### src/rtl/libv_pkg.sv
// Shared types and helpers for the round-robin arbitration stage.
// Helpers work on vectors sized for the largest supported requester
// count; callers zero-extend their narrower vectors into these types.
package libv_pkg;

    // Arbiter FSM: free arbitration, or locked to one source mid-packet.
    typedef enum logic {
        ARB  = 1'b0,
        LOCK = 1'b1
    } arb_state_e;

    // Largest requester count the helpers can handle.
    localparam int unsigned MAX_N  = 32;
    localparam int unsigned MAX_IW = 5;

    typedef logic [MAX_N-1:0]  req_vec_t;
    typedef logic [MAX_IW-1:0] req_idx_t;

    // One-hot vector marking the first set bit of req, searching upward
    // from index ptr and wrapping past n-1 back to 0. Zero if req is empty.
    function automatic req_vec_t rr_pick(input req_vec_t    req,
                                         input req_idx_t    ptr,
                                         input int unsigned n);
        req_vec_t    pick;
        logic        found;
        int unsigned idx;
        pick  = '0;
        found = 1'b0;
        for (int unsigned k = 0; k < MAX_N; k++) begin
            if (k < n) begin
                idx = 32'(ptr) + k;
                if (idx >= n) begin
                    idx = idx - n;
                end
                if (!found && req[idx[MAX_IW-1:0]]) begin
                    pick[idx[MAX_IW-1:0]] = 1'b1;
                    found                 = 1'b1;
                end
            end
        end
        return pick;
    endfunction

    // Binary index of a one-hot vector; zero when the vector is empty.
    function automatic req_idx_t onehot_to_idx(input req_vec_t oh);
        req_idx_t idx;
        idx = '0;
        for (int i = 0; i < MAX_N; i++) begin
            if (oh[i]) begin
                idx = idx | req_idx_t'(i);
            end
        end
        return idx;
    endfunction

endpackage

### src/rtl/libv_mux.sv
// One-hot AND-OR multiplexer: y is the OR of every dat lane whose sel bit
// is set. With a one-hot sel this is a plain select; with sel = 0 it is 0.
module libv_mux #(
    parameter int N = 4,
    parameter int W = 32
) (
    input  logic [N-1:0]        sel,
    input  logic [N-1:0][W-1:0] dat,
    output logic [W-1:0]        y
);

    // OR together every selected lane.
    always_comb begin
        // NOTE: y is given a default before the loop so every path assigns
        // it; without this an always_comb would infer a latch.
        y = '0;
        for (int i = 0; i < N; i++) begin
            if (sel[i]) begin
                y = y | dat[i];
            end
        end
    end

endmodule

### src/rtl/libv_rr_arb_stage.sv
// Registered N-to-1 round-robin arbitration stage with packet locking.
// A combinational round-robin pick selects one valid requester when the
// output register can load; the winning beat is captured through a
// one-hot mux. A packet that starts with last=0 locks the arbiter to its
// source until the last beat transfers. N must lie in 2..libv_pkg::MAX_N.
module libv_rr_arb_stage
    import libv_pkg::*;
#(
    parameter int N = 4,
    parameter int W = 32
) (
    input  logic                clk,
    input  logic                rst_n,
    input  logic [N-1:0]        in_vld,
    input  logic [N-1:0][W-1:0] in_dat,
    input  logic [N-1:0]        in_lst,
    output logic [N-1:0]        in_rdy,
    output logic                out_vld,
    output logic [W-1:0]        out_dat,
    output logic                out_lst,
    output logic [N-1:0]        out_gnt,
    input  logic                out_rdy
);

    localparam int IDX_W = $clog2(N);

    arb_state_e       state_q;
    logic [IDX_W-1:0] ptr_q;
    logic [IDX_W-1:0] lck_q;

    logic             ld;
    logic [N-1:0]     lck_oh;
    logic [N-1:0]     qual;
    logic [N-1:0]     gnt;
    logic             xfer;
    logic             win_lst;
    logic [IDX_W-1:0] gnt_idx;
    logic [IDX_W-1:0] ptr_nxt;
    logic [W-1:0]     mux_dat;

    req_vec_t         req_full;
    req_idx_t         ptr_full;
    req_vec_t         pick_full;
    req_vec_t         gnt_full;
    req_idx_t         idx_full;
    logic             unused_hi;

    // The output register may load when it is empty or being drained.
    assign ld = !out_vld || out_rdy;

    // One-hot mask of the locked source.
    always_comb begin
        lck_oh        = '0;
        lck_oh[lck_q] = 1'b1;
    end

    // While locked only the owning source may compete.
    assign qual = (state_q == LOCK) ? (in_vld & lck_oh) : in_vld;

    // Widen request and pointer into the package helper types.
    always_comb begin
        req_full            = '0;
        req_full[N-1:0]     = qual;
        ptr_full            = '0;
        ptr_full[IDX_W-1:0] = ptr_q;
    end

    assign pick_full = rr_pick(req_full, ptr_full, N);

    // Grant only when the output register can accept the beat.
    assign gnt    = ld ? pick_full[N-1:0] : '0;
    assign in_rdy = gnt;
    assign xfer   = |gnt;

    // Winner index and its last flag; gnt is one-hot or zero.
    always_comb begin
        gnt_full        = '0;
        gnt_full[N-1:0] = gnt;
    end

    assign idx_full = onehot_to_idx(gnt_full);
    assign gnt_idx  = idx_full[IDX_W-1:0];
    assign win_lst  = |(gnt & in_lst);

    // The helpers are sized for MAX_N; the bits above N are always zero.
    assign unused_hi = ^{pick_full, idx_full};

    // Pointer moves one past the source whose packet just ended.
    assign ptr_nxt = (gnt_idx == IDX_W'(N - 1)) ? '0 : gnt_idx + IDX_W'(1);

    libv_mux #(
        .N (N),
        .W (W)
    ) u_mux (
        .sel (gnt),
        .dat (in_dat),
        .y   (mux_dat)
    );

    // Arbiter FSM, pointer, lock index and output register.
    always_ff @(posedge clk) begin
        // NOTE: the datapath registers are reset along with control so the
        // outputs read as zero after reset rather than stale data.
        if (!rst_n) begin
            state_q <= ARB;
            ptr_q   <= '0;
            lck_q   <= '0;
            out_vld <= 1'b0;
            out_dat <= '0;
            out_lst <= 1'b0;
            out_gnt <= '0;
        end else begin
            // NOTE: non-blocking assignments so every register here samples
            // the pre-edge values, independent of statement order.
            if (ld) begin
                if (xfer) begin
                    out_vld <= 1'b1;
                    out_dat <= mux_dat;
                    out_lst <= win_lst;
                    out_gnt <= gnt;
                end else begin
                    out_vld <= 1'b0;
                end
            end

            if (xfer) begin
                case (state_q)
                    ARB: begin
                        if (win_lst) begin
                            ptr_q <= ptr_nxt;
                        end else begin
                            lck_q   <= gnt_idx;
                            state_q <= LOCK;
                        end
                    end
                    LOCK: begin
                        if (win_lst) begin
                            ptr_q   <= ptr_nxt;
                            state_q <= ARB;
                        end
                    end
                    default: state_q <= ARB;
                endcase
            end
        end
    end

endmodule

### config.mk
export PLATFORM = sky130hd
export DESIGN_NAME = libv_rr_arb_stage
export DESIGN_NICKNAME = d
export VERILOG_FILES = /design/src/rtl/libv_pkg.sv /design/src/rtl/libv_mux.sv /design/src/rtl/libv_rr_arb_stage.sv
export SDC_FILE = /design/constraint.sdc
export NUM_CORES = 1
export LEC_CHECK = 0
export BUFFER_PORTS_ARGS = -buffer_cell sky130_fd_sc_hd__buf_2
export CORE_ASPECT_RATIO = 1.1
export CORE_MARGIN = 5
export CORE_UTILIZATION = 38
export DETAILED_ROUTE_END_ITERATION = 6
export HOLD_SLACK_MARGIN = 0.02
export PLACE_DENSITY = 0.78
export SLEW_MARGIN = 20
export SYNTH_ARGS = -nofsm -noshare
export SYNTH_HDL_FRONTEND = slang
export SYNTH_SLANG_ARGS = --single-unit
### constraint.sdc
create_clock -name clk -period 3.1 [get_ports clk]
set_clock_uncertainty 0.2 [all_clocks]
set_input_delay 0.62 -clock clk [delete_from_list [all_inputs] [get_ports clk]]
set_output_delay 0.62 -clock clk [all_outputs]
set_load 0.02 [all_outputs]
==> out/metrics.cfg <==
[logic_synthesis]
async_flop_share_pct = 0
synth-seq-cells = 43
synthesis.nets = 442
syn_inst = 296
syn-cell-area_um2 = 2600
synth_edf_count = 0
ys_types = 47
synth_top_area_share_pct = 33.0
ys_seq_area_share_pct = 33.0
synth.area.top_cells = dfxtp_1 33%, a21oi_1 13%, a222oi_1 13%
syn_avg_cell_area_um2 = 8.80
ys.flop_type = dfxtp_1
synth_top_area_cell = dfxtp_1
synth_warnings = 0

[power]
intPower_mw = 3.30
pwr-share-seq_pct = 14.2
p_clk_share_pct = 5.9
p_total_mw = 6.53
p_leak_nw = 1.94
vdd_drop_max_mv = 0.985
p_sw_share_pct = 49.4
power_switching_mw = 3.22
cellPowerDensity_nw_per_um2 = 1520
combPwrFrac_pct = 79.9

[critical_path]
worstReg2RegStart = ptr_q[0]
endpoint_kind = register
crit_arrival_ns = 3.20
crit_type = register to register
slowest_stage = or4b_4
regToRegSetupSlack_ns = -0.11
cp_max_fo = 9
cp_slowest_stage_delay_ns = 0.57
cp_cell_sequence = or4b_4 > o211ai_4 > and3b_4 > buf_6 > o211ai_1 > a31oi_4 > buf_4 > or4_4 > clkbuf_16 > o211a_1
reg2reg_to = state_q
startpoint_type = register
path_delay_family = simple AND/OR/NAND/NOR gates
path_buf_inv = 3
ff2ff_path_depth = 10
cp_data_required_time_ns = 3.09

[grt]
grt_max_degree = 35
grt_pass1_vias = 3651
antenna_found_initial = 0
gr-total-overflow = 0
grt_use_total_pct = 23.2
grt_pass1_wl_um = 16400

[timing]
setup_viol = 38
post-route-min-period_ns = 3.21
drv_slew = 0
worst_pin_slew_ns = 0.468
post-route-period-util_pct = 103
max_freq_mhz = 312
rsz0062_at_grt = true
hold_viol = 0
setup_ws_ns = -0.107
slew_headroom_pct = 68.8

[drt]
drt_wl_total_um = 10600
via_per_inst = 5.95
drtIter0Drc = 268
first_pass_iters = 7
vias = 3502
ant_nets = 0
drc = 0
wl_per_cell_um = 18.0

[clock_tree]
cts_tree = yes
hold_buffers = 0
clk_pin_slew_worst_paths_ns = 0.10
cts-buffers-inserted = 5
clk-insertion-delay-late_ns = 0.30
cts.sinks = 43
h-tree-depth = 2
cts-root-buf = clkbuf_8
cts_max_path_buffers = 2

[place]
dpl.cell_count = 568
hpwl_um = 7710
portBuffers = 180
place.gp.congestion = 0.990

[finish]
nFillCells = 547
diodes = 0
final_nets = 652
areaGrowthSynthToFinish_pct = 65.2
layout_common_cells = 175 x buf_2, 69 x a21oi_1, 40 x dfxtp_1
drive_above_1_share_pct = 55.2
final_common_cell = buf_2
final_cell_count_no_fill = 589

[worst_hold_path]
hold_path_end = out_lst
hp-start = out_lst
min_path_type = register to register
hold_depth = 2

[die]
ios = 181
die_h_um = 96.8
die_area_um2 = 8610
core_um2 = 6630
die_width_um = 88.9
rows = 31
initial_core_util_pct = 39.3

[run_status]
violations = negative setup slack
status = complete, but fails checks

[flow_run]
max_cap_violations = 0

-- sequential cells by signal, summed over array words and instances, names as in the netlist --
| register | count |
|---|---|
| out_gnt | 4 |
| state_q | 1 |
| out_lst | 1 |
| ptr_q | 2 |
| out_vld | 1 |
| lck_q | 2 |
| out_dat | 32 |
-- synthesized netlist by cell type, types with 3 or more instances --
master	number
nand4_1	4
o211ai_1	4
nand2_1	7
inv_1	5
buf_6	4
a21oi_1	70
buf_2	7
mux2i_1	4
nand4bb_1	3
o21ai_1	32
nor2_1	7
nand3_1	4
ha_1	7
dfxtp_1	43
nor3_1	3
clkbuf_1	15
nand4b_1	3
o211a_1	3
a222oi_1	33
-- worst max-delay path by stage --
| stage | cells past startpoint | start | end |
|---|---|---|---|
| global route | 9 | ptr_q[0] | in_rdy[1] |
| finish | 10 | ptr_q[0] | state_q |
| detailed placement | 10 | in_vld[0] | out_dat[29] |
| CTS | 9 | ptr_q[0] | in_rdy[0] |
| floorplan | 9 | ptr_q[0] | in_rdy[1] |
| global placement | 9 | in_vld[0] | state_q |
-- what timing repair did --
item	CTS	global route
hold endpoints to repair	0	0
gates cloned	0	1
buffers inserted	11	2
pin swaps	15	11
setup endpoints to repair	46	47
resized for setup	40	23
-- tightest hold or removal path: cells and delay by family, from the launching register on --
| family | cells | cell delay (ns) |
|---|---|---|
| AOI/OAI and AO/OA | 1 | 0.05 |
| DFF | 1 | 0.32 |
| and+or+nand+nor | 1 | 0.05 |
-- cells by family after synthesis --
| logic type | Yosys count | synth area share (%) |
|---|---|---|
| flops | 43 | 33.0 |
| fa+ha+maj | 7 | 3.36 |
| mux | 4 | 1.54 |
| simple gates | 44 | 11.5 |
| xor+xnor | 1 | 0.336 |
| buf+inv | 33 | 6.39 |
| compound gates | 164 | 43.9 |
-- power by group through the flow --
stage / logic [mW] / clock network (mW) / registers (mW)
after CTS: 4.80 / 0.392 / 0.917
after global placement: 4.22 / 0 / 0.913
after floorplan: 2.83 / 0 / 1.13
after global routing: 5.63 / 0.415 / 0.957
final: 5.21 / 0.382 / 0.929
after detailed placement: 4.33 / 0 / 0.918
-- stage by stage --
stage | setup TNS [ns] | setup WS (ns) | util (%) | instance area [µm²] | hold WS, ns
2_1_floorplan | -0.0412 | -0.0412 | - | 2620 | 0.320
3_3_place_gp | -7.10 | -0.199 | 57.2 | 3800 | 0.247
3_5_place_dp | -8.11 | -0.246 | 57.2 | 3800 | 0.255
4_1_cts | -0.207 | -0.0406 | 62.6 | 4150 | 0.269
5_1_grt | -5.74 | -0.163 | 64.9 | 4300 | 0.318
6_report | -2.18 | -0.107 | 64.9 | 4300 | 0.267
-- layout make-up --
| cell class | instances | area (µm²) | share of cell area (%) |
|---|---|---|---|
| multi-input cells | 220 | 1820 | 42.2 |
| repair buffers | 230 | 1400 | 32.4 |
| flip-flops and latches | 43 | 872 | 20.3 |
| well taps | 82 | 103 | 2.38 |
| clock buffers | 5 | 68.8 | 1.60 |
| clock inverters | 3 | 23.8 | 0.552 |
| inverters | 6 | 22.5 | 0.523 |
-- routing by layer --
metal / vias to the layer above / wire length [µm] / track usage [%]
li1: 1640 / - / -
met1: 1663 / 4060 / 27.0
met2: 171 / 5540 / 40.5
met3: 28 / 708 / 4.33
met4: 0 / 269 / 9.39
met5: - / 0 / 0
Note: power is estimated with default switching activity, not from simulation.
